$ cat src/rtl/edge_gen_if.sv
// Edge-request bus between control logic and the edge_gen level generator.
interface edge_gen_if;
  logic rise_edge_flag;
  logic fall_edge_flag;
  logic data_out;
  logic rise_ack;
  logic fall_ack;
  logic busy;
  logic drop_flag;

  // Requester side: issues edge pulses, observes the level and handshake.
  modport master (
    output rise_edge_flag,
    output fall_edge_flag,
    input  data_out,
    input  rise_ack,
    input  fall_ack,
    input  busy,
    input  drop_flag
  );

  // Generator side.
  modport slave (
    input  rise_edge_flag,
    input  fall_edge_flag,
    output data_out,
    output rise_ack,
    output fall_ack,
    output busy,
    output drop_flag
  );
endinterface

$ cat src/rtl/edge_gen.sv
// edge_gen: rebuilds a registered, glitch-free level from rise/fall edge pulses,
// enforcing a minimum hold width and acknowledging every accepted edge.
// Optional macro EDGE_GEN_PENDING_EN adds a one-deep pending register that
// remembers one opposite request arriving while the hold timer is running.
module edge_gen #(
  parameter int unsigned MIN_WIDTH = 4,
  parameter int unsigned CNT_W     = 8
) (
  input  logic       clk,
  input  logic       rst,
  edge_gen_if.slave  bus
);

  typedef enum logic [1:0] {
    IDLE_LOW  = 2'd0,
    HOLD_HIGH = 2'd1,
    IDLE_HIGH = 2'd2,
    HOLD_LOW  = 2'd3
  } state_e;

  state_e             state_q, state_d;
  logic [CNT_W-1:0]   cnt_q, cnt_d;
  logic               data_out_q, data_out_d;
  logic               rise_ack_q, rise_ack_d;
  logic               fall_ack_q, fall_ack_d;
  logic               busy_q, busy_d;
  logic               drop_q, drop_d;

  logic               level_high;
  logic               hold;
  logic               accept;
  logic               opp_req;
  logic               same_req;
  logic               fire;

`ifdef EDGE_GEN_PENDING_EN
  logic               pend_q, pend_d;

  // Pending opposite-direction request.
  always_ff @(posedge clk or posedge rst) begin
    if (rst) pend_q <= 1'b0;
    else     pend_q <= pend_d;
  end
`else
  logic               pend_q;
  assign pend_q = 1'b0;
`endif

  // Current level and whether the hold timer permits a transition now.
  assign level_high = (state_q == HOLD_HIGH) || (state_q == IDLE_HIGH);
  assign hold       = (state_q == HOLD_HIGH) || (state_q == HOLD_LOW);
  assign accept     = !hold || (cnt_q == '0);
  assign opp_req    = level_high ? (bus.fall_edge_flag && !bus.rise_edge_flag)
                                 : (bus.rise_edge_flag && !bus.fall_edge_flag);
  assign same_req   = level_high ? (bus.rise_edge_flag && !bus.fall_edge_flag)
                                 : (bus.fall_edge_flag && !bus.rise_edge_flag);

  // Next-state, hold counter, pending and registered-output decode.
  always_comb begin
    state_d    = state_q;
    cnt_d      = cnt_q;
`ifdef EDGE_GEN_PENDING_EN
    pend_d     = pend_q;
`endif
    rise_ack_d = 1'b0;
    fall_ack_d = 1'b0;
    drop_d     = 1'b0;
    fire       = 1'b0;

    if (bus.rise_edge_flag && bus.fall_edge_flag) begin
      // Conflicting request: reject both, keep state, let the timer run.
      drop_d = 1'b1;
      if (hold && (cnt_q != '0)) cnt_d = cnt_q - CNT_W'(1);
    end else begin
      if (same_req) drop_d = 1'b1;
      if (accept) begin
        if (opp_req || pend_q) begin
          fire = 1'b1;
        end else if (hold) begin
          state_d = level_high ? IDLE_HIGH : IDLE_LOW;
        end
      end else begin
        cnt_d = cnt_q - CNT_W'(1);
        if (opp_req) begin
`ifdef EDGE_GEN_PENDING_EN
          if (pend_q) drop_d = 1'b1;
          else        pend_d = 1'b1;
`else
          drop_d = 1'b1;
`endif
        end
      end
    end

    if (fire) begin
`ifdef EDGE_GEN_PENDING_EN
      pend_d = 1'b0;
`endif
      cnt_d      = CNT_W'(MIN_WIDTH - 1);
      state_d    = level_high ? HOLD_LOW : HOLD_HIGH;
      rise_ack_d = !level_high;
      fall_ack_d = level_high;
    end

    data_out_d = (state_d == HOLD_HIGH) || (state_d == IDLE_HIGH);
    busy_d     = (state_d == HOLD_HIGH) || (state_d == HOLD_LOW);
  end

  // State, counter and output registers.
  always_ff @(posedge clk or posedge rst) begin
    if (rst) begin
      state_q    <= IDLE_LOW;
      cnt_q      <= '0;
      data_out_q <= 1'b0;
      rise_ack_q <= 1'b0;
      fall_ack_q <= 1'b0;
      busy_q     <= 1'b0;
      drop_q     <= 1'b0;
    end else begin
      state_q    <= state_d;
      cnt_q      <= cnt_d;
      data_out_q <= data_out_d;
      rise_ack_q <= rise_ack_d;
      fall_ack_q <= fall_ack_d;
      busy_q     <= busy_d;
      drop_q     <= drop_d;
    end
  end

  assign bus.data_out  = data_out_q;
  assign bus.rise_ack  = rise_ack_q;
  assign bus.fall_ack  = fall_ack_q;
  assign bus.busy      = busy_q;
  assign bus.drop_flag = drop_q;

endmodule

$ cat src/flat_wrapper.sv
// flat-port wrapper written by rule: the top's interface ports become plain ports
module edge_gen_flat 
#(
  parameter int unsigned MIN_WIDTH = 4,
  parameter int unsigned CNT_W     = 8
)
  (clk, rst, bus_rise_edge_flag, bus_fall_edge_flag, bus_data_out, bus_rise_ack, bus_fall_ack, bus_busy, bus_drop_flag);
  edge_gen_if bus_i ();
  input  logic clk;
  input  logic rst;
  input wire logic [$bits(bus_i.rise_edge_flag)-1:0] bus_rise_edge_flag;
  input wire logic [$bits(bus_i.fall_edge_flag)-1:0] bus_fall_edge_flag;
  output wire logic [$bits(bus_i.data_out)-1:0] bus_data_out;
  output wire logic [$bits(bus_i.rise_ack)-1:0] bus_rise_ack;
  output wire logic [$bits(bus_i.fall_ack)-1:0] bus_fall_ack;
  output wire logic [$bits(bus_i.busy)-1:0] bus_busy;
  output wire logic [$bits(bus_i.drop_flag)-1:0] bus_drop_flag;
  assign bus_i.rise_edge_flag = bus_rise_edge_flag;
  assign bus_i.fall_edge_flag = bus_fall_edge_flag;
  assign bus_data_out = bus_i.data_out;
  assign bus_rise_ack = bus_i.rise_ack;
  assign bus_fall_ack = bus_i.fall_ack;
  assign bus_busy = bus_i.busy;
  assign bus_drop_flag = bus_i.drop_flag;
  edge_gen #(.MIN_WIDTH(MIN_WIDTH), .CNT_W(CNT_W)) u_core (.clk(clk), .rst(rst), .bus(bus_i));
endmodule
$ cat config.mk
export PLATFORM = sky130hd
export DESIGN_NAME = edge_gen_flat
export DESIGN_NICKNAME = d
export VERILOG_FILES = /design/src/rtl/edge_gen_if.sv /design/src/rtl/edge_gen.sv /design/src/flat_wrapper.sv
export SDC_FILE = /design/constraint.sdc
export NUM_CORES = 1
export LEC_CHECK = 0
export CAP_MARGIN = 10
export CORE_MARGIN = 4
export CORE_UTILIZATION = 49
export CTS_CLUSTER_DIAMETER = 100
export DETAILED_ROUTE_END_ITERATION = 7
export PLACE_DENSITY = 0.74
export SETUP_SLACK_MARGIN = 0.3
export SLEW_MARGIN = 15
export SYNTH_ARGS = -nofsm -noshare
export SYNTH_HDL_FRONTEND = slang
export SYNTH_SLANG_ARGS = --single-unit
$ cat constraint.sdc
create_clock -name clk -period 2.46 [get_ports clk]
set_input_delay 0.369 -clock clk [delete_from_list [all_inputs] [get_ports clk]]
set_output_delay 0.369 -clock clk [all_outputs]
set_load 0.01 [all_outputs]
==> results.tsv, run 1 <==
stage	metric	value	unit
status	outcome	complete, no violations	
critical_path	end_kind	flop	
global_route	antenna_found_initial	0	
final_layout	area_growth	22.9	%
clocking	clock-sinks	15	
synth	ys_types	33	
final_layout	fin_nets	113	
synth	ys.flop_type	dfrtp_1	
floorplanning	die_area	2490	um2
synth	ys_ff_latch	15	
synth	synth_area	858	um2
synth	ys_seq_area_frac	0.437	
routing	routed-via-count	696	
critical_path	cp-start-kind	flop	
timing	fmax	477	MHz
pwr	total_power	1.45	mW
synth	synth-edff-count	0	
final_layout	layout_common_cells	dfrtp_1, nor3_1, clkdlybuf4s50_1	
timing	setup_viol	0	
place	gp_congestion	0.902	
clocking	cts_buffers	3	
timing	fin_crit_sh	0.852	
synth	yosysTopAreaCell	dfrtp_1	
routing	wl	1720	um
clocking	cts_tree	done	
synth	synthesis.nets	96	
clocking	clk_latency	0.28	ns
place	numPortBuffers	8	
synth	netlist.area_leader.share	0.437	
pwr	pwr_density_cell	1380	nW/um2
timing	rsz0062_at_grt	true	
floorplanning	die_h	49.9	um
final_layout	insertedDiodeCount	0	
min_path	hp-class	input port to asynchronous set/reset pin	
place	dpl.hpwl	1270	um
final_layout	layout-drive-gt1-share	0.225	
critical_path	crit_fanout	4	
global_route	grt_remaining_overflow	0	
critical_path	cp_cell_sequence	inv_2 > ha_4 > or3b_4 > buf_4 > nor2_1 > a41oi_2 > ha_2 > or2_2	
timing	hold_viol_final	0	
timing	slew_headroom	0.619	
routing	first_pass_iters	4	
timing	final.setup.tns	0	ns
clocking	cts_root_buf	clkbuf_4	
clocking	max-clock-path-buffers	2	
pwr	peakVddDrop	0.771	mV
synth	synth.avg_cell_area	9.98	um2
routing	drc	0	
routing	drtIter0Drc	20	
global_route	grt_pass1_vias	702	
timing	skew	0.00182	ns
final_layout	multi_input_area	478	um2
synth	syn_inst	86	
place	dp.cells	109	
critical_path	crit_type	flop to flop	
clocking	h-tree-depth	1	
critical_path	arrival	2.26	ns
final_layout	regArea	375	um2
clocking	cts_hold_buf	0	
routing	ant_nets	0	
global_route	grt_max_degree	16	
run	max_cap_viol_count	0	
floorplanning	design.core.area	1580	um2
critical_path	path_buf_inv	2	
final_layout	n_fill_cell	126	
critical_path	crit_path_top_delay_cell	or3b_4	
floorplanning	rows	14	
pwr	leakage	0.472	nW
clocking	clk_pin_slew	0.09	ns
synth	synth.area.top_cells	dfrtp_1, ha_1, nor3_1	
floorplanning	initial_core_util	0.544	
floorplanning	die_w	49.9	um
synth	async_flop_share	1.00	
global_route	grt_pass1_wl	3040	um
critical_path	slowest_delay	0.41	ns
timing	period_needed	2.10	ns
routing	vias_per_cell	5.90	
floorplanning	num_io_pins	9	
final_layout	layout_commonest_cell	dfrtp_1	
routing	wire_per_inst	14.6	um
critical_path	crit_family	simple AND/OR/NAND/NOR gates	
timing	worst_slew_pin_slew	0.571	ns
timing	slew_viol_final	0	
global_route	grt.total_usage	0.158	
synth	yosysWarningCount	0	
critical_path	required	2.63	ns
final_layout	finalNonFillerCells	118	
==> metrics by stage <==
step                cell area (um2)  hold WS (ns)   util  worst slack [ns]
floorplan                       861         0.270      -             0.301
global placement                950         0.496  0.602             0.284
detailed placement              950         0.507  0.602             0.267
CTS                             991         0.461  0.629             0.301
global route                   1050         0.477  0.669             0.280
finish                         1050         0.433  0.669             0.363
==> logic make-up after synthesis <==
group,share of synthesized area
AO/OA/AOI/OAI,0.197
AND/OR/NAND/NOR,0.187
adder cells (fa/ha/maj),0.0875
buffers and inverters,0.0568
flip-flops,0.437
multiplexers,0.0350
==> flip-flops by register name (all words and copies together), names as in the netlist <==
signal,cells
u_core.bus.busy,1
u_core.bus.data_out,1
u_core.bus.drop_flag,1
u_core.bus.fall_ack,1
u_core.bus.rise_ack,1
u_core.cnt_q,8
u_core.state_q,2
==> layout make-up <==
class	count	area share
timing repair buffer	15	0.126
multi-input combinational	62	0.453
sequential	15	0.356
clock buffer	4	0.0249
tap	16	0.0190
inverter	6	0.0214
==> where the power goes <==
part / leakage [nW] / total, mW / internal [mW] / switching, mW
clock: 0.0150 / 0.140 / 0.0630 / 0.0774
combinational: 0.273 / 0.890 / 0.434 / 0.456
sequential: 0.184 / 0.421 / 0.345 / 0.0764
==> synth_stat cells, drive strengths merged (2+ instances only) <==
cell,n
o21ai,6
dfrtp,15
or2,2
nand2b,2
a21oi,7
ha,6
or3,2
o31ai,2
a21o,2
nand2,2
inv,6
nor2,5
mux2i,3
buf,2
nor3,9
==> metal layers <==
layer	track usage	vias up	routed length (um)
li1	-	346	-
met1	0.193	332	767
met2	0.280	14	875
met3	0.0211	4	51
met4	0.0553	0	29
met5	0	-	0
==> path summary, 6_finish.rpt <==
| kind | slack, ns | cells after the start | endpoint | start |
|---|---|---|---|---|
| worst max-delay path | 0.36 | 8 | u_core.bus.busy | u_core.cnt_q[0] |
| worst min-delay path | 0.43 | 2 | u_core.bus.data_out | rst |
| worst max register to register | 0.36 | 8 | u_core.bus.busy | u_core.cnt_q[0] |
| worst min register to register | 0.52 | 1 | u_core.cnt_q[7] | u_core.cnt_q[7] |
| max in group asynchronous | 1.66 | 2 | u_core.cnt_q[5] | rst |
| min in group clk | 0.52 | 1 | u_core.cnt_q[7] | u_core.cnt_q[7] |
==> worst reg2reg max path: stages, from the launching register on <==
cell and delay, ns:
dfrtp_1 0.40, inv_2 0.09, ha_4 0.13, or3b_4 0.41
buf_4 0.16, nor2_1 0.13, a41oi_2 0.17, ha_2 0.21
or2_2 0.29
==> timing repair <==
action	in CTS	in global routing
pin swaps	0	2
gates resized for setup	0	9
setup endpoints to repair	2	2
setup buffers	2	3
Note: power is estimated with default switching activity, not from simulation.
==> run 2, diff against run 1 <==
- CORE_MARGIN: 4 -> 1.5
==> results.tsv, run 2 (synthesis gave the netlist of run 1 again) <==
stage	metric	value	unit
final_layout	layout-drive-gt1-share	0.245	
floorplanning	die_h	44.9	um
routing	ant_nets	0	
global_route	antenna_found_initial	0	
timing	slew_headroom	0.615	
routing	vias_per_cell	5.78	
routing	drc	0	
timing	final.setup.tns	0	ns
global_route	grt_max_degree	16	
floorplanning	rows	14	
timing	setup_viol	0	
critical_path	arrival	2.31	ns
clocking	cts_root_buf	clkbuf_4	
final_layout	regMostFlops	u_core.cnt_q	
pwr	pwr_density_cell	1390	nW/um2
final_layout	largest_register_ffs	8	
global_route	grt_remaining_overflow	0	
critical_path	crit_type	flop to flop	
final_layout	reg_top3	u_core.cnt_q x8, u_core.state_q x2	
timing	worst_slew_pin_slew	0.576	ns
clocking	h-tree-depth	1	
run	max_cap_viol_count	0	
critical_path	cp-start-kind	flop	
place	numPortBuffers	8	
status	outcome	complete, no violations	
final_layout	area_growth	23.3	%
pwr	leakage	0.474	nW
timing	hold_ws	0.427	ns
final_layout	insertedDiodeCount	0	
routing	routed-via-count	682	
clocking	clk_pin_slew	0.09	ns
timing	rsz0062_at_grt	false	
timing	slew_viol_final	0	
critical_path	end_kind	flop	
final_layout	layout_common_cells	dfrtp_1, nor3_1, clkdlybuf4s50_1	
critical_path	crit_fanout	5	
timing	skew	0.00608	ns
clocking	clk_latency	0.29	ns
timing	fmax	470	MHz
floorplanning	num_io_pins	9	
pwr	peakVddDrop	0.791	mV
floorplanning	design.core.area	1580	um2
final_layout	fin_nets	113	
floorplanning	die_w	44.9	um
place	dpl.hpwl	1230	um
min_path	hp-class	input port to asynchronous set/reset pin	
clocking	cts_buffers	3	
critical_path	required	2.64	ns
final_layout	layout_commonest_cell	dfrtp_1	
routing	wire_per_inst	14.8	um
routing	first_pass_iters	4	
timing	period_needed	2.13	ns
routing	drtIter0Drc	18	
clocking	max-clock-path-buffers	2	
timing	fin_crit_sh	0.865	
floorplanning	die_area	2010	um2
global_route	grt_pass1_vias	666	
final_layout	n_fill_cell	128	
place	gp_congestion	0.802	
clocking	clock-sinks	15	
clocking	cts_tree	done	
global_route	grt.total_usage	0.195	
timing	hold_viol_final	0	
routing	wl	1740	um
floorplanning	initial_core_util	0.544	
global_route	grt_pass1_wl	2830	um
## run 2: changes by cell type in the layout (fill, tap and decap cells not counted), sizes merged
cell,change
clkbuf,-1
clkinv,+1
## run 2: what timing repair did
item,CTS,global route
endpoints found under the hold margin,0,0
gates cloned,0,0
setup buffers,2,3
endpoints found under the setup margin,2,2
pin swaps,0,1
resized for setup,0,10
hold buffers,0,0
## run 2: worst max-delay path: stages, from the launching register on
cell     delay, ns
dfrtp_1       0.41
inv_2         0.09
ha_4          0.13
or3b_4        0.42
o21a_4        0.25
a21oi_4       0.14
mux2i_2       0.27
ha_2          0.31
## run 2: worst paths after layout
check                                       to             from  slack (ns)  cells past startpoint
max                        u_core.bus.data_out  u_core.cnt_q[0]        0.33                      7
min                        u_core.bus.data_out              rst        0.43                      2
max reg2reg                u_core.bus.data_out  u_core.cnt_q[0]        0.33                      7
min reg2reg                    u_core.cnt_q[6]  u_core.cnt_q[6]        0.54                      1
max in group asynchronous      u_core.cnt_q[3]              rst        1.65                      2
min in group clk               u_core.cnt_q[6]  u_core.cnt_q[6]        0.54                      1
## run 2: area by class of cell
| class | instances | area (um2) | share of cell area |
|---|---|---|---|
| Timing Repair Buffer | 15 | 133 | 0.125 |
| Inverter | 6 | 22.5 | 0.0213 |
| Clock buffer | 3 | 22.5 | 0.0213 |
| Sequential cell | 15 | 375 | 0.355 |
| Tap cell | 16 | 20.0 | 0.0189 |
| Clock inverter | 1 | 5.00 | 0.00473 |
| Multi-Input combinational cell | 62 | 480 | 0.454 |
## run 2: per-stage QoR
step                      area [um2]  instances  setup slack (ns)  power (mW)   util
final                           1060        118             0.333        1.47  0.671
after global routing            1060        118             0.282        1.60  0.671
after CTS                        992        115             0.307        1.34  0.629
after detailed placement         950        109             0.284        1.17  0.602
after global placement           950        109             0.280        1.14  0.602
after floorplan                  861         86             0.301       0.980      -
## run 2: per-layer routing
layer  vias up  global-route usage  part of all wire
met2        13               0.313              0.49
met3         8              0.0240             0.027
met1       319               0.256              0.46
met4         0               0.106             0.022
met5         -                   0                 0
li1        342                   -                 -
## run 2: power breakdown
part	total [mW]	internal [mW]	switching (mW)
logic	0.900	0.440	0.460
registers	0.425	0.344	0.0804
clock network	0.143	0.0605	0.0822
total	1.47	0.845	0.623
==> run 3, diff against run 2 <==
- ABC_AREA: not set -> 0
==> results of run 3 <==
The final DEF is identical to that of run 2; final timing and power are the same.
